===== src/rtl/ssd_scan_controller.sv =====
// -----------------------------------------------------------------------------
// ssd_scan_controller
//
// Time-multiplexed scan controller for a 4-digit seven-segment display.
// Each digit gets BLANK_CYCLES of all-dark dead time, then DIGIT_CYCLES lit.
// The value on screen (shown) is updated only at frame boundaries, from a
// staging register written by load. This keeps a new value from tearing
// mid-frame.
//
// Parameters:
//   DIGIT_CYCLES  cycles each digit is lit (>= 1)
//   BLANK_CYCLES  dark cycles before each digit (>= 1)
//
// Ports:
//   clk         system clock, rising edge
//   rst         asynchronous, active-high reset
//   value[15:0] hex value; nibble k is shown on digit k
//   load        one-cycle strobe; captures value into the staging register
//   dot_en[3:0] per-digit decimal point request (bit k = digit k)
//   lead_blank  1 = suppress leading-zero digits (sampled live)
//   select[1:0] index of the current digit
//   digit_en[3:0] one-hot active-high digit enable; 0000 while dark
//   seg[6:0]    active-low segments {g,f,e,d,c,b,a}
//   dot         active-low decimal point
//   frame_done  one-cycle pulse at each frame boundary
//   pending     staged value not yet displayed
// -----------------------------------------------------------------------------
module ssd_scan_controller #(
  parameter int DIGIT_CYCLES = 50000,
  parameter int BLANK_CYCLES = 500
) (
  input  logic        clk,
  input  logic        rst,
  input  logic [15:0] value,
  input  logic        load,
  input  logic [3:0]  dot_en,
  input  logic        lead_blank,
  output logic [1:0]  select,
  output logic [3:0]  digit_en,
  output logic [6:0]  seg,
  output logic        dot,
  output logic        frame_done,
  output logic        pending
);

  localparam int CNT_MAX = (DIGIT_CYCLES > BLANK_CYCLES) ? DIGIT_CYCLES : BLANK_CYCLES;
  // The counter only has to reach CNT_MAX-1.
  localparam int CNT_W = (CNT_MAX > 1) ? $clog2(CNT_MAX) : 1;
  localparam logic [CNT_W-1:0] BLANK_LAST = CNT_W'(BLANK_CYCLES - 1);
  localparam logic [CNT_W-1:0] DIGIT_LAST = CNT_W'(DIGIT_CYCLES - 1);

  localparam logic [6:0] SEG_DARK = 7'h7F;

  typedef enum logic {
    BLANK = 1'b0,
    LIT   = 1'b1
  } state_t;

  state_t           state, state_next;
  logic [CNT_W-1:0] cnt, cnt_next;
  logic [1:0]       select_next;
  logic             boundary;

  logic [15:0]      staged, shown;

  logic             lit_next;
  logic [3:0]       digit_en_next;
  logic [6:0]       seg_next;
  logic             dot_next;

  function automatic logic [6:0] encode(input logic [3:0] nib);
    logic [6:0] s;
    case (nib)
      4'h0: s = 7'h40;
      4'h1: s = 7'h79;
      4'h2: s = 7'h24;
      4'h3: s = 7'h30;
      4'h4: s = 7'h19;
      4'h5: s = 7'h12;
      4'h6: s = 7'h02;
      4'h7: s = 7'h78;
      4'h8: s = 7'h00;
      4'h9: s = 7'h10;
      4'hA: s = 7'h08;
      4'hB: s = 7'h03;
      4'hC: s = 7'h46;
      4'hD: s = 7'h21;
      4'hE: s = 7'h06;
      default: s = 7'h0E;
    endcase
    return s;
  endfunction

  // Digit k (k >= 1) is a leading zero when nibbles k..3 are all zero.
  // Digit 0 is always displayed.
  function automatic logic suppressed(input logic [1:0] k, input logic [15:0] v,
                                      input logic lb);
    logic z;
    case (k)
      2'd1:    z = (v[15:4]  == 12'h000);
      2'd2:    z = (v[15:8]  == 8'h00);
      2'd3:    z = (v[15:12] == 4'h0);
      default: z = 1'b0;
    endcase
    return lb & z;
  endfunction

  // ---------------------------------------------------------------------------
  // Next-state logic. Select advances only on LIT->BLANK, so it is stable
  // across both phases of a digit.
  // ---------------------------------------------------------------------------
  always_comb begin
    // NOTE: every output of this block gets a default first, so no path can
    // leave a signal unassigned and infer a latch.
    state_next  = state;
    cnt_next    = cnt + CNT_W'(1);
    select_next = select;
    boundary    = 1'b0;
    case (state)
      BLANK: begin
        if (cnt == BLANK_LAST) begin
          state_next = LIT;
          cnt_next   = '0;
        end
      end
      LIT: begin
        if (cnt == DIGIT_LAST) begin
          state_next  = BLANK;
          cnt_next    = '0;
          select_next = select + 2'd1;
          boundary    = (select == 2'd3);
        end
      end
      default: begin
        state_next = BLANK;
        cnt_next   = '0;
      end
    endcase
  end

  // Display outputs are registered from the next state, so they change on the
  // same edge as the transition that causes them. shown never changes while
  // entering or staying in LIT, so using its current value is safe here.
  always_comb begin
    lit_next      = (state_next == LIT) && !suppressed(select_next, shown, lead_blank);
    digit_en_next = 4'b0000;
    seg_next      = SEG_DARK;
    dot_next      = 1'b1;
    if (lit_next) begin
      digit_en_next = 4'b0001 << select_next;
      seg_next      = encode(shown[{select_next, 2'b00} +: 4]);
      dot_next      = ~dot_en[select_next];
    end
  end

  // NOTE: sequential state uses non-blocking assignments so every flop samples
  // the pre-edge values computed above, regardless of statement order.
  always_ff @(posedge clk or posedge rst) begin
    if (rst) begin
      state  <= BLANK;
      cnt    <= '0;
      select <= 2'd0;
    end else begin
      state  <= state_next;
      cnt    <= cnt_next;
      select <= select_next;
    end
  end

  // Double buffer. On a boundary edge shown takes the pre-edge staged value,
  // so a coincident load waits a full frame and keeps pending set.
  always_ff @(posedge clk or posedge rst) begin
    if (rst) begin
      staged     <= 16'h0000;
      shown      <= 16'h0000;
      pending    <= 1'b0;
      frame_done <= 1'b0;
      digit_en   <= 4'b0000;
      seg        <= SEG_DARK;
      dot        <= 1'b1;
    end else begin
      if (load) begin
        staged <= value;
      end
      if (boundary) begin
        shown   <= staged;
        pending <= load;
      end else if (load) begin
        pending <= 1'b1;
      end
      frame_done <= boundary;
      digit_en   <= digit_en_next;
      seg        <= seg_next;
      dot        <= dot_next;
    end
  end

endmodule


===== config.mk =====
export PLATFORM = sky130hd
export DESIGN_NAME = ssd_scan_controller
export DESIGN_NICKNAME = d
export VERILOG_FILES = /design/src/rtl/ssd_scan_controller.sv
export SDC_FILE = /design/constraint.sdc
export NUM_CORES = 1
export LEC_CHECK = 0
export ABC_AREA = 1
export CORE_MARGIN = 2
export CORE_UTILIZATION = 56
export DETAILED_ROUTE_END_ITERATION = 16
export GPL_TIMING_DRIVEN = 1
export PLACE_DENSITY = 0.8
export SETUP_SLACK_MARGIN = 0.5
export SYNTH_ARGS = -nofsm -noshare
export SYNTH_HDL_FRONTEND = slang
export SYNTH_SLANG_ARGS = --single-unit

===== constraint.sdc =====
create_clock -name clk -period 3 [get_ports clk]
set_clock_uncertainty 0.05 [all_clocks]
set_input_delay 0.75 -clock clk [delete_from_list [all_inputs] [get_ports clk]]
set_output_delay 0.75 -clock clk [all_outputs]
set_load 0.01 [all_outputs]

==> impl_metrics.tcl, run 1 <==
set metrics [dict create \
    status "complete, no violations" \
    syn2layout_area_growth_pct 25.5 \
    placed_cells 515 \
    fin_cells 544 \
    required_ps 3230 \
    synth_top_area_share_pct 41.5 \
    initial_utilization_pct 58.0 \
    whs_ps 437 \
    clock_sinks 65 \
    place_ws_ps 403 \
    period_needed_ps 2390 \
    hold_buffers 0 \
    mostFrequentLayoutCell "nand2_1" \
    grt_pass1_wl_um 11300 \
    leakagePower_nw 2.03 \
    crit_type "reg -> reg" \
    initialDrtViolationCount 219 \
    drive_above_1_share_pct 21.3 \
    rsz0062_at_grt "no" \
    cellPowerDensity_nw_per_um2 436 \
    nNetsFinal 497 \
    io_pins 40 \
    grt_use_total_pct 22.1 \
    finalCritPeriodShare_pct 79.5 \
    gp_congestion 0.837 \
    num_vias 2828 \
    clk_path_buf_depth 2 \
    yosysUniqueCellTypes 37 \
    cp_data_arrival_time_ps 2610 \
    grt_max_degree 40 \
    avgSynthCellArea_um2 8.38 \
    relSlewSlack_pct 46.5 \
    synth_top_family_by_area "simple AND/OR/NAND/NOR gates" \
    synth_seq_area_share_pct 47.6 \
    row_count 28 \
    root_buffer "clkbuf_8" \
    fmaxAchievable_ghz 0.419 \
    cts_tree "done" \
    die_area_um2 6780 \
    min_path_type "reg -> reg" \
    fin_ws_ps 615 \
    total_power_mw 1.88 \
    yosysTopAreaCell "dfrtp_1" \
    synth_area_leaders "dfrtp_1 42%, nand2_1 11%, dfstp_2 6.1%" \
    avgRoutedWirePerCell_um 12.8 \
    grt_pass1_vias 2508 \
    start_kind "flip-flop" \
    grt_overflow_total 0 \
    tightest_slew_ps 800 \
    synthCells 410 \
    peakVddDrop_uv 274 \
    synth-simple-area-share_pct 33.3 \
    synth_xor_area_share_pct 1.53 \
    numCtsBuffers 9 \
    antenna_cells 0 \
    path_max_fanout 7 \
    synthArstFlopShare_pct 100 \
    synth_compound_area_share_pct 7.06 \
    viasPerCell 5.20 \
    maxSlewViolCount 0 \
    synth_area_um2 3440 \
    max-cap-violations 0 \
    drtAntennaViolNets 0 \
    layout_common_cells "97 x nand2_1, 53 x dfrtp_1, 45 x inv_1" \
    synth_adder_area_share_pct 2.91 \
    fin_tns_setup_ps 0 \
    coreArea_um2 5920 \
    hold_violations 0 \
    clkTransAtPathRegs_ps 70 \
    drc_errors 0 \
    synth_edf_count 0 \
    synth_seq_cells 65 \
    antenna_found_initial 0 \
    synth.area.mux_share_pct 0 \
    die_w_um 82.3 \
    dpl.hpwl_um 4700 \
    routed_wl_um 6980 \
    clk-insertion-delay-late_ps 350 \
    syn_nets 442 \
    drt-pass1-iter-count 4 \
    ys_warn_count 0 \
    dieHeight_um 82.3 \
    yosys_most_used_dff "dfrtp_1" \
    port_buffers 39 \
    htreeDepth 3 \
    setup_viol 0 \
    end_kind "flip-flop" \
]
what timing repair did:
action	in CTS	in global routing
pin swaps	1	6
gates resized for setup	5	17
setup buffers	0	14
endpoints found under the setup margin	6	7
where the power goes:
group / switching (mW) / internal (mW)
Combinational: 0.0397 / 0.0377
Sequential: 0.00439 / 0.896
Clock: 0.332 / 0.570
Total: 0.376 / 1.50
Yosys cell counts, types with 6 or more instances:
cell type	instances
nor2_2	6
nor3_1	6
clkbuf_1	7
o21ai_0	33
nand3_2	7
nor2_1	36
inv_1	47
nand4_1	8
nand2_2	14
nand2_1	100
ha_1	8
dfstp_2	8
nand3_1	28
dfrtp_1	57
flip-flops by register name (all words and copies together), names as in the netlist:
| name | cells |
|---|---|
| cnt | 16 |
| digit_en | 4 |
| dot | 1 |
| frame_done | 1 |
| pending | 1 |
| seg | 7 |
| select | 2 |
| shown | 16 |
| staged | 16 |
| state | 1 |
kinds of logic after synthesis:
family          count (synthesis)
simple gates                  226
flops                          65
buf+inv                        61
compound gates                 44
fa+ha+maj                       8
xor+xnor                        6
through the flow:
stage	utilization, %	instance area (µm²)
detailed placement	65.6	3880
floorplan	-	3440
global route	72.8	4310
finish	72.8	4310
CTS	69.9	4140
global placement	65.6	3880
worst max-delay path: stages, from the launching register on:
cell	delay, ps
dfrtp_1	430
ha_4	190
nand3_4	110
nor2_4	190
nand3_4	130
nand2_2	140
nand2_8	80
nand3_1	100
nand2_1	100
nor2_4	200
inv_2	80
ha_1	240
nand2_2	110
nand2_1	60
nand2_1	70
nand3_2	50
final cells by class:
| class | count | area [µm²] |
|---|---|---|
| well taps | 75 | 93.8 |
| clock buffers | 10 | 138 |
| clock inverters | 5 | 104 |
| fillers | 444 | 1610 |
| repair buffers | 56 | 528 |
| flip-flops and latches | 65 | 1640 |
| multi-input cells | 284 | 1620 |
| inverters | 49 | 186 |
path summary, 6_finish.rpt:
kind | from | endpoint | slack [ps] | depth (start not counted)
setup / recovery | cnt[0]$_DFF_PP0_ | seg[3]$_DFF_PP1_ | 610 | 15
hold / removal | pending$_DFFE_PP0P_ | pending$_DFFE_PP0P_ | 440 | 1
setup reg to reg | cnt[0]$_DFF_PP0_ | seg[3]$_DFF_PP1_ | 610 | 15
hold reg to reg | pending$_DFFE_PP0P_ | pending$_DFFE_PP0P_ | 440 | 1
max in group asynchronous | rst | seg[4]$_DFF_PP1_ | 1540 | 3
min in group asynchronous | rst | frame_done$_DFF_PP0_ | 720 | 2
per-layer routing:
layer / GRT usage, % / share of wire (%) / vias to the layer above
met5: 0 / 0 / -
met4: 12.0 / 2.6 / 0
met3: 4.24 / 6.1 / 18
met2: 34.9 / 47 / 101
met1: 28.7 / 44 / 1295
li1: - / - / 1414
No activity file was read; power rests on OpenSTA's default activity.
==> inputs of run 2 (changes only) <==
==> constraint.sdc (replaced) <==
create_clock -name clk -period 2.3 [get_ports clk]
set_clock_uncertainty 0.05 [all_clocks]
set_input_delay 0.575 -clock clk [delete_from_list [all_inputs] [get_ports clk]]
set_output_delay 0.575 -clock clk [all_outputs]
set_load 0.01 [all_outputs]
==> run 2 against run 1 <==
The flow now finishes with violations (setup timing). Clock power is 6.1% higher. Critical path depth up 1. Maximum frequency shrank 1.7%. Hold slack worse by 5.4 ps.
==> impl_metrics.tcl, run 2 (same netlist as run 1, synthesis figures left out) <==
set metrics [dict create \
    status "finished with violations" \
    violations "setup timing" \
    syn2layout_area_growth_pct 39.7 \
    drc_errors 0 \
    rsz0062_at_grt "yes" \
    worstHoldStart "pending$_DFFE_PP0P_" \
    fin_ws_ps -126 \
    viasPerCell 5.57 \
    antenna_cells 0 \
    mostFrequentLayoutCell "nand2_1" \
    drtAntennaViolNets 0 \
    drt-pass1-iter-count 8 \
    cts_tree "done" \
    gp_congestion 0.902 \
    grt_use_total_pct 25.6 \
    num_vias 3248 \
    hold_buffers 0 \
    start_kind "flip-flop" \
    clkTransAtPathRegs_ps 70 \
    placed_area_um2 4070 \
    min_path_type "reg -> reg" \
    initialDrtViolationCount 317 \
    r2r-start "cnt[13]$_DFF_PP0_" \
    total_power_mw 2.24 \
    maxSlewViolCount 0 \
    setup_viol 6 \
    clk-insertion-delay-late_ps 340 \
    numCtsBuffers 9 \
    die_w_um 82.3 \
    routed_wl_um 8680 \
    startpoint "cnt[13]$_DFF_PP0_" \
    clk_path_buf_depth 2 \
    hold_violations 0 \
    avgRoutedWirePerCell_um 14.9 \
    relSlewSlack_pct 66.8 \
    htreeDepth 3 \
    fmaxAchievable_ghz 0.412 \
    crit_type "reg -> reg" \
    grt_pass1_wl_um 13200 \
    initial_utilization_pct 58.0 \
    grt_max_degree 35 \
    comb_power_share_pct 4.9 \
    layout_common_cells "85 x nand2_1, 54 x dfrtp_1, 46 x buf_4" \
    intPower_mw 1.75 \
    cp_data_arrival_time_ps 2640 \
    netSwitchingFraction_pct 21.9 \
    dieHeight_um 82.3 \
    die_area_um2 6780 \
    clock_sinks 65 \
    grt_overflow_total 0 \
    end_kind "flip-flop" \
    reg_top3 "cnt: 16 flops, shown: 16 flops, staged: 16 flops" \
    coreArea_um2 5920 \
    placed_cells 530 \
    row_count 28 \
    io_pins 40 \
    p_switching_uw 491 \
    period_needed_ps 2430 \
    leakagePower_nw 2.29 \
    max-cap-violations 0 \
    dpl.hpwl_um 4920 \
    port_buffers 39 \
    root_buffer "clkbuf_8" \
    tightest_slew_ps 497 \
    stdcell_area_um2 4800 \
    required_ps 2520 \
    antenna_found_initial 0 \
    power_frac_seq_pct 52.4 \
    finalCritPeriodShare_pct 105 \
    fin_cells 583 \
    path_max_fanout 8 \
    drive_above_1_share_pct 34.1 \
    place_ws_ps -6.32 \
    clkPwrFrac_pct 42.7 \
    peakVddDrop_uv 373 \
    cellPowerDensity_nw_per_um2 467 \
    nNetsFinal 535 \
    grt_pass1_vias 2959 \
    fin_tns_setup_ps -412 \
]
==> run 2: cell count changes in the layout (fill, tap and decap cells not counted), sizes merged <==
| cell | previous run | this run |
|---|---|---|
| clkdlybuf4s50 | 39 | 23 |
| clkinvlp | 0 | 3 |
| dlygate4sd2 | 0 | 16 |
| nand2 | 118 | 120 |
| clkbuf | 10 | 11 |
| inv | 48 | 47 |
| bufinv | 3 | 1 |
| buf | 17 | 53 |
==> run 2: metal layers <==
metal,vias to the layer above,GRT usage [%],routed length [µm]
li1,1503,-,-
met1,1535,31.1,3510
met2,177,43.5,4350
met3,33,4.46,554
met4,0,13.5,263
met5,-,0,0
==> run 2: layout make-up <==
| type | instances | area (µm²) |
|---|---|---|
| Clock buffer | 11 | 141 |
| Tap cell | 75 | 93.8 |
| Sequential cell | 65 | 1640 |
| Fill cell | 359 | 1120 |
| Multi-Input combinational cell | 286 | 1850 |
| Clock inverter | 5 | 55.1 |
| Timing Repair Buffer | 92 | 830 |
| Inverter | 49 | 190 |
==> run 2: path summary, 6_finish.rpt <==
path / depth (start not counted) / to / slack [ps]
max: 16 / seg[5]$_DFF_PP1_ / -130
min: 1 / pending$_DFFE_PP0P_ / 430
max reg2reg: 16 / seg[5]$_DFF_PP1_ / -130
min reg2reg: 1 / pending$_DFFE_PP0P_ / 430
max in group asynchronous: 3 / dot$_DFF_PP1_ / 1120
min in group asynchronous: 2 / staged[10]$_DFFE_PP0P_ / 540
==> run 2: repair_timing <==
action,4_1_cts,5_1_grt
buffers inserted,23,12
pin swaps,18,23
gates cloned,2,0
endpoints found under the setup margin,41,26
resized for setup,48,27
==> run 2: through the flow <==
step	util [%]	hold slack, ps
2_1_floorplan	-	403
3_3_place_gp	68.8	419
3_5_place_dp	68.8	423
4_1_cts	77.4	436
5_1_grt	81.0	459
6_report	81.0	431
==> run 2: power by group through the flow <==
stage          logic (mW)  registers (mW)  clock network, mW
6_report            0.109            1.17              0.956
5_1_grt             0.126            1.18               1.03
4_1_cts             0.111            1.17              0.971
3_5_place_dp        0.110            1.20                  0
3_3_place_gp        0.108            1.19                  0
2_1_floorplan      0.0479            1.19                  0
==> run 2: critical path, cell delays in order, from the launching register on <==
cell and delay [ps]:
dfrtp_1 410, nor2_2 150, nand2_2 90, buf_4 150
nor2_4 150, nand3_2 130, nand2_2 120, nand2_4 100
nand3_2 90, nand2_2 70, nor2_4 180, inv_2 90
ha_2 200, nand2_2 100, nand2_1 90, nand2_1 110
nand2_1 60
==> inputs of run 3 (changes only) <==
--- a/config.mk
+++ b/config.mk
@@ -6,7 +6,7 @@
 export NUM_CORES = 1
 export LEC_CHECK = 0
 export ABC_AREA = 1
-export CORE_MARGIN = 2
+export CORE_MARGIN = 5
 export CORE_UTILIZATION = 56
 export DETAILED_ROUTE_END_ITERATION = 16
 export GPL_TIMING_DRIVEN = 1
==> run 3 against run 2 <==
The run still ends with setup timing left. Maximum frequency is 1.9% higher. Global-route usage decreased by 2.7 points. Sequential cell count did not move. Setup slack improved by 44 ps. Count of clock-buffer cells in the layout unchanged. Core utilization grew 0.93 points. Cell area up 1.7%.
==> impl_metrics.tcl, run 3 (same netlist as run 1, synthesis figures left out) <==
set metrics [dict create \
    status "finished with violations" \
    violations "setup timing" \
    placed_cells 531 \
    path_max_fanout 7 \
    grt_pass1_vias 3006 \
    numCtsBuffers 9 \
    fin_cells 580 \
    min_delay_path_depth 2 \
    drive_above_1_share_pct 34.1 \
    io_pins 40 \
    row_count 28 \
    setup_viol 7 \
    place_ws_ps -4.04 \
    initial_utilization_pct 57.7 \
    root_buffer "clkbuf_8" \
    tightest_slew_ps 473 \
    placed_area_um2 4060 \
    hold_violations 0 \
    min_path_type "reg -> reg" \
    r2r_end "seg[1]$_DFF_PP1_" \
    drc_errors 0 \
    leakagePower_nw 2.31 \
    clk-insertion-delay-late_ps 350 \
    required_ps 2520 \
    max-cap-violations 0 \
    die_w_um 88.3 \
    use_met3_pct 4.00 \
    period_needed_ps 2380 \
    fmaxAchievable_ghz 0.420 \
    grt_max_degree 38 \
    routed_wl_um 9930 \
    fin_tns_setup_ps -234 \
    rsz0062_at_grt "yes" \
    start_kind "flip-flop" \
    whs_ps 440 \
    maxSlewViolCount 0 \
    clk_path_buf_depth 2 \
    avgRoutedWirePerCell_um 17.1 \
    slowest_stage "dfrtp_1" \
    reg2regPathDepth 15 \
    use_met2_pct 39.1 \
    htreeDepth 3 \
    grt_use_total_pct 23.0 \
    hold_buffers 0 \
    drt-pass1-iter-count 5 \
    peakVddDrop_uv 429 \
    cp_data_arrival_time_ps 2600 \
    reg_top3 "cnt: 16 flops, shown: 16 flops, staged: 16 flops" \
    die_area_um2 7800 \
    antenna_found_initial 0 \
    initialDrtViolationCount 272 \
    viasPerCell 5.64 \
    worstHoldStart "shown[3]$_DFFE_PP0P_" \
    drtAntennaViolNets 0 \
    path_common_cell "nand2_2" \
    crit_chain "nor2_2 > nand2_2 > nor2_4 > nand3_1 > nand2_1 > nand2_2 > nand3_1 > nand2_2 > nor2_4 > buf_12 > ha_4 > nand2_2 > nor2_1 > nor2_1 > nand2_1" \
    rrSetupSlack_ps -80 \
    met1_usage_pct 28.9 \
    clock_sinks 65 \
    cellPowerDensity_nw_per_um2 489 \
    total_power_mw 2.39 \
    antenna_cells 0 \
    grt_overflow_total 0 \
    end_kind "flip-flop" \
    port_buffers 39 \
    coreArea_um2 5960 \
    final_core_util_pct 82.0 \
    busiest_layer "met2" \
    gp_congestion 0.920 \
    dpl.hpwl_um 5390 \
    clkTransAtPathRegs_ps 80 \
    relSlewSlack_pct 68.5 \
    critPathMaxStageDelay_ps 420 \
    finalCritPeriodShare_pct 104 \
    stdcell_area_um2 4880 \
    nNetsFinal 533 \
    grt_pass1_wl_um 13800 \
    min_to "shown[3]$_DFFE_PP0P_" \
    layout_common_cells "88 x nand2_1, 55 x dfrtp_1, 44 x inv_1" \
    crit_type "reg -> reg" \
    r2r-start "cnt[12]$_DFF_PP0_" \
    syn2layout_area_growth_pct 42.1 \
    fin_ws_ps -81.8 \
    mostFrequentLayoutCell "nand2_1" \
    cts_tree "done" \
    dieHeight_um 88.3 \
    fill_cells 358 \
    num_vias 3272 \
]
[run 3: final cells by class]
class	instances	area, µm²	area share, %
clock inverter	4	76.3	1.56
tap	75	93.8	1.92
multi-input combinational	285	1890	38.7
timing repair buffer	91	841	17.2
inverter	49	190	3.90
sequential	65	1640	33.6
clock buffer	11	151	3.10
[run 3: report_power, final]
part	switching (mW)	leakage (nW)	internal (mW)
Clock	0.442	0.112	0.665
Combinational	0.0551	1.37	0.0492
Sequential	0.00656	0.828	1.17
[run 3: how the worst max path moves through the flow]
stage,depth (start not counted),end,start,slack (ps)
floorplan,16,seg[1]$_DFF_PP1_,cnt[0]$_DFF_PP0_,170
global placement,6,cnt[13]$_DFF_PP0_,cnt[4]$_DFF_PP0_,30
detailed placement,6,cnt[13]$_DFF_PP0_,cnt[4]$_DFF_PP0_,-4
CTS,14,seg[1]$_DFF_PP1_,cnt[0]$_DFF_PP0_,120
global route,15,seg[1]$_DFF_PP1_,cnt[12]$_DFF_PP0_,-230
finish,15,seg[1]$_DFF_PP1_,cnt[12]$_DFF_PP0_,-80
[run 3: repair_timing]
| action | in CTS | in global routing |
|---|---|---|
| hold endpoints to repair | 0 | 0 |
| cloned | 1 | 1 |
| pin swaps | 15 | 36 |
| resized for setup | 35 | 63 |
| setup buffers | 22 | 10 |
| setup endpoints to repair | 41 | 33 |
[run 3: layer usage]
layer | vias to the layer above | wire length (µm)
li1 | 1490 | -
met1 | 1572 | 3910
met2 | 169 | 4900
met3 | 41 | 684
met4 | 0 | 432
met5 | - | 0
[run 3: critical path, delay by kind of cell, from the launching register on]
family                   cells  cell delay (ps)
AND/OR/NAND/NOR             13             1470
flip-flops                   1              420
adder cells (fa/ha/maj)      1              200
buffers and inverters        1              130
==> RTL edit 1: new RTL, flow settings as in run 2 <==
Remove the register `digit_en`: a continuous assignment takes its place, so the output `digit_en` follows one clock earlier.
--- a/src/rtl/ssd_scan_controller.sv
+++ b/src/rtl/ssd_scan_controller.sv
@@ -176,5 +176,4 @@
       pending    <= 1'b0;
       frame_done <= 1'b0;
-      digit_en   <= 4'b0000;
       seg        <= SEG_DARK;
       dot        <= 1'b1;
@@ -190,5 +189,4 @@
       end
       frame_done <= boundary;
-      digit_en   <= digit_en_next;
       seg        <= seg_next;
       dot        <= dot_next;
@@ -196,4 +194,6 @@
   end
 
+  assign digit_en = digit_en_next;
+
 endmodule
 
Check against the original RTL: no difference found for any inputs over 10 cycles, from zero or initial values and one cycle with rst high; that may be too few to reach the edited logic, so the function may still have changed.
==> RTL edit 1 against run 2 <==
The flow still finishes with violations (setup timing); sequential cell count is 4 lower; hold slack improved by 0.020 ns; wire length is 30% higher; total power is 2.8% higher; utilization rose by 5.8 points; cell area rose by 6.6%; non-clock buffer count rose by 47; area after synthesis is 0.87% lower; worst setup slack got worse by 0.46 ns; fmax decreased by 16%; sequential power shrank 6%; largest power group unchanged.
==> RTL edit 1: results (changes against run 2) <==
| Metric | Value |
|---|---|
| Outcome | `complete, but fails checks` |
| Failing checks | `setup timing` |
| Worst R2R Start | `cnt[1]` |
| Synth top cells by count | `nand2_1, dfrtp_1, inv_1, o21ai_0, nor2_1` |
| Setup violators final | `19 (+13)` |
| Sequential area share after synthesis | `45.1% (-2.5 points)` |
| Drt pass-1 iters | `6 (-2)` |
| Largest stage delay, worst path | `0.43 ns (+0.02 ns)` |
| Synth unique cells | `35 (-5.4%)` |
| Worst Reg-to-Reg Cells | `19 (+3)` |
| Detailed placement HPWL | `5.80 mm (+18%)` |
| Lkg Pwr | `2.47 nW (+7.9%)` |
| Root buf cell | `clkbuf_8` |
| Worst setup path startpoint | `cnt[14]` |
| Post-layout net count | `589 (+10%)` |
| Leading post-synthesis cells by cell area | `dfrtp_1, nand2_1, dfstp_2` |
| R2R setup slack | `-0.50 ns (-0.37 ns)` |
| Initial antenna violation count | `0 (unchanged)` |
| Final WL | `11.3 mm (+30%)` |
| Vias in the first global route | `3310 (+12%)` |
| Sw frac | `22.7% (+0.79 points)` |
| Max Fanout on Critical Path | `4 (-4)` |
| # fillers | `277 (-23%)` |
| Ant. Diodes | `0 (unchanged)` |
| Vias per cell | `5.81 (+4.2%)` |
| RR Endpoint | `cnt[11]` |
| Setup TNS | `-7.82 ns (-7.40 ns)` |
| Peak VDD IR | `446 uV (+20%)` |
| DR iter-0 viols | `501 (+58%)` |
| Worst-skew pair later-pin latency | `0.36 ns (+0.02 ns)` |
| Clock transition at the registers of the reported paths | `0.09 ns (+0.02 ns)` |
| Routability Congestion | `0.916 (+1.6%)` |
| WP data arrival | `2.26 ns (-0.38 ns)` |
| Slew HR | `67.1% (+0.26 points)` |
| CP max stage cell | `dfrtp_1` |
| First-pass GRT wire length | `14.9 mm (+14%)` |
| Vias | `3687 (+14%)` |
| Mean post-synth cell area | `8.15 um^2 (-2.8%)` |
| Share of cells above drive strength 1 | `38.6% (+4.5 points)` |
| Final WS setup | `-0.588 ns (-0.462 ns)` |
| Tot GR Track Use | `29.3% (+3.6 points)` |
| Syn_nets | `450 (+1.8%)` |
==> RTL edit 1: changes by cell type in the layout (fill, tap and decap cells not counted), moves of 6 or more <==
cell           change
buf_4             +34
nand2_1           +11
buf_6             +11
dlygate4sd2_1      -6
o21ai_1            +7
==> RTL edit 1: worst register-to-register path, cell delays in order (launching register included) <==
cell and delay (ns):
dfrtp_1 0.41, ha_4 0.17, buf_4 0.11, buf_6 0.08, buf_6 0.09, nand2_4 0.05, nor3_4 0.12, nand3_2 0.13
buf_6 0.14, buf_4 0.11, buf_4 0.12, buf_4 0.12, buf_4 0.12, buf_4 0.13, buf_4 0.12, buf_4 0.13
o21ai_4 0.26, a21oi_2 0.05, o21ai_1 0.08, inv_1 0.07
==> RTL edit 1: repair_timing <==
| action | 4_1_cts | 5_1_grt |
|---|---|---|
| pin swaps | 8 | 9 |
| endpoints found under the setup margin | 34 | 47 |
| cloned | 0 | 5 |
| resized for setup | 53 | 27 |
| buffers inserted | 21 | 7 |
==> RTL edit 1: logic make-up after synthesis <==
group	share of synthesized area (%)
simple gates	35.4
buf+inv	7.72
flops	45.1
compound gates	8.30
fa+ha+maj	2.94
xor+xnor	0.514
==> RTL edit 1: final cells by class <==
type / count / share of cell area, %
Inverter: 47 / 3.67
Clock buffer: 10 / 2.69
Tap cell: 75 / 1.84
Timing Repair Buffer: 139 / 24.4
Sequential cell: 61 / 30.1
Multi-Input combinational cell: 299 / 35.9
Clock inverter: 4 / 1.44
==> RTL edit 1: stage by stage <==
step / area [um^2] / setup WS [ns] / hold slack (ns)
floorplan: 3530 / -0.0891 / 0.380
global placement: 4440 / -0.434 / 0.422
detailed placement: 4440 / -0.551 / 0.447
CTS: 4880 / -0.494 / 0.468
global route: 5110 / -0.676 / 0.482
finish: 5110 / -0.588 / 0.452
==> RTL edit 1: how the worst max path moves through the flow <==
stage / cells past startpoint / slack, ns / to
finish: 13 / -0.59 / digit_en[1]
global route: 14 / -0.68 / digit_en[1]
CTS: 14 / -0.49 / digit_en[1]
detailed placement: 14 / -0.55 / digit_en[1]
global placement: 14 / -0.43 / digit_en[3]
floorplan: 14 / -0.09 / digit_en[1]
==> RTL edit 1: power groups by stage <==
stage	Clock (mW)	Sequential (mW)	Combinational, mW
after detailed placement	0	1.12	0.110
after global routing	1.12	1.11	0.126
after floorplan	0	1.12	0.0475
after CTS	1.06	1.10	0.111
final	1.09	1.10	0.109
after global placement	0	1.12	0.105
==> RTL edit 1: per-layer routing <==
metal	up-vias	track usage, %	routed length, um
met1	1718	36.2	4280
li1	1621	-	-
met2	255	48.9	5320
met4	0	11.5	699
met5	-	0	0
met3	93	7.47	1030
==> RTL edit 2: new RTL, config.mk and constraints of run 2 <==
Made on the original files. `BLANK_CYCLES`: 500 -> 1000.
--- a/src/rtl/ssd_scan_controller.sv
+++ b/src/rtl/ssd_scan_controller.sv
@@ -28,5 +28,5 @@
 module ssd_scan_controller #(
   parameter int DIGIT_CYCLES = 50000,
-  parameter int BLANK_CYCLES = 500
+  parameter int BLANK_CYCLES = 1000
 ) (
   input  logic        clk,
Function: same outputs for any inputs over 10 cycles, from zero or initial values and one cycle with rst high; that may be too few to reach the edited logic, so the function may still have changed.
==> RTL edit 2 against run 2 <==
The run still ends with setup timing left; wire length grew 18%; synthesized cell count rose by 5.6%; cell count up 3.9%; cell area up 0.16%; non-clock buffer count shrank 6; sequential cell count unchanged; utilization down 0.35 points; via count grew 7.9%; total power rose by 4.3%; worst setup slack got worse by 0.055 ns; first-iteration DRC count is 28% higher; critical path depth stayed put; area after synthesis up 1.2%.
==> RTL edit 2: results (changes against run 2) <==
| Metric | Value |
|---|---|
| Outcome | `complete, but fails checks` |
| Failing checks | `setup timing` |
| Vias in the first global route | `3146 (+6.3%)` |
| WP data arrival | `2.71 ns (+0.07 ns)` |
| Setup violators final | `13 (+7)` |
| First-pass GRT wire length | `14.7 mm (+12%)` |
| Peak VDD IR | `456 uV (+22%)` |
| Total CTS buffers | `9 (unchanged)` |
| Post-layout net count | `558 (+4.3%)` |
| Top_reg_cell synth | `dfrtp_1` |
| Max Fanout on Critical Path | `6 (-2)` |
| Lkg Pwr | `2.29 nW (-0.17%)` |
| Synth top cells by count | `nand2_1, dfrtp_1, inv_1, nand3_1, nor2_1` |
| Detailed placement HPWL | `5.42 mm (+10%)` |
| HP Class | `flop to flop` |
| Post-synth ARST share | `100% (unchanged)` |
| Worst-skew pair later-pin latency | `0.35 ns` |
| Post-synth EDFFs | `0 (unchanged)` |
| Share of cells above drive strength 1 | `29.4% (-4.7 points)` |
| Root buf cell | `clkbuf_8` |
| Clock transition at the registers of the reported paths | `0.07 ns (about the same)` |
| H-tree depth | `3 (unchanged)` |
| Synth warnings | `0 (unchanged)` |
| Drt pass-1 iters | `9 (+1)` |
| Top flop regs | `cnt (16), shown (16), staged (16)` |
| Worst slew pin tran | `0.344 ns (-0.153 ns)` |
| Max Root-Sink Buffers | `2 (unchanged)` |
| Initial antenna violation count | `0 (unchanged)` |
| Tot GR Track Use | `27.0% (+1.3 points)` |
| Final WL | `10.3 mm (+18%)` |
| Final WS setup | `-0.180 ns (-0.0545 ns)` |
| Leading post-synthesis cells by cell area | `dfrtp_1, nand2_1, dfstp_2` |
| Setup TNS | `-1.04 ns (-0.625 ns)` |
| PortBufs | `39 (unchanged)` |
| Pre-CTS WS | `-0.0561 ns (-0.0498 ns)` |
| Vias per cell | `5.78 (+3.8%)` |
| Sequential area share after synthesis | `47.1% (-0.58 points)` |
| Ant. Diodes | `0 (unchanged)` |
| Synth unique cells | `33 (-11%)` |
| Syn_nets | `465 (+5.2%)` |
| DR iter-0 viols | `406 (+28%)` |
| Largest net degree at the start of global routing | `66 (+89%)` |
| Routability Congestion | `0.970 (+7.5%)` |
==> RTL edit 2: cells by family (layout without fill, tap and decap cells) <==
logic type / count (synthesis) / count (layout) / synth area share [%]
and+or+nand+nor: 244 / 247 / 34.5
xor gates and xnor gates: 2 / 2 / 0.504
DFF: 65 / 65 / 47.1
buffers and inverters: 67 / 162 / 8.02
AOI/OAI and AO/OA: 47 / 47 / 7.09
adders and majority gates: 8 / 8 / 2.88
==> RTL edit 2: through the flow <==
step,instance area [um^2],utilization [%],cells
after global placement,4160,69.8,561
final,4810,80.7,606
after detailed placement,4160,69.8,561
after global routing,4810,80.7,606
after floorplan,3540,-,433
after CTS,4640,77.9,596
==> RTL edit 2: worst max-delay path, stage by stage, from the launching register on <==
cell	delay [ns]
dfrtp_1	0.42
ha_4	0.18
nand3_4	0.09
buf_6	0.14
nor2_4	0.18
nand3_4	0.14
nand2_4	0.16
nand2_8	0.08
nor2_2	0.13
nand2_1	0.08
nand2_2	0.09
nor2_4	0.06
ha_1	0.31
nand2_2	0.10
nor2_1	0.05
nor2_1	0.08
nand2_1	0.06
==> RTL edit 2: final cells by class <==
cell class	instances	area [um^2]
Clock buffer	10	128
Clock inverter	6	82.6
Fill cell	356	1150
Inverter	57	221
Multi-Input combinational cell	304	1860
Sequential cell	65	1640
Tap cell	75	93.8
Timing Repair Buffer	86	759
Timing Repair inverter	3	22.5
==> RTL edit 2: repair_timing <==
action,CTS,global route
gates resized for setup,54,24
pin swaps,21,16
hold endpoints to repair,0,0
setup buffers,14,8
endpoints found under the setup margin,43,41
gates cloned,5,2
==> RTL edit 2: power by group <==
group / switching [mW] / internal [mW]
clock network: 0.450 / 0.605
registers: 0.00839 / 1.17
logic: 0.0549 / 0.0510
total: 0.513 / 1.82
==> RTL edit 2: final timing paths <==
path | start | cells after the start | to | slack (ns)
setup / recovery | cnt[0] | 16 | seg[1] | -0.18
hold / removal | staged[7] | 2 | staged[7] | 0.42
setup reg to reg | cnt[0] | 16 | seg[1] | -0.18
hold reg to reg | staged[7] | 2 | staged[7] | 0.42
max in group asynchronous | rst | 3 | seg[6] | 1.26
min in group asynchronous | rst | 3 | cnt[9] | 0.59
==> RTL edit 2: routing by layer <==
layer | GRT usage, % | vias to the layer above | wire (um)
li1 | - | 1579 | -
met1 | 33.0 | 1600 | 3970
met2 | 45.2 | 250 | 4880
met3 | 6.86 | 74 | 860
met4 | 11.9 | 0 | 545
met5 | 0 | - | 0
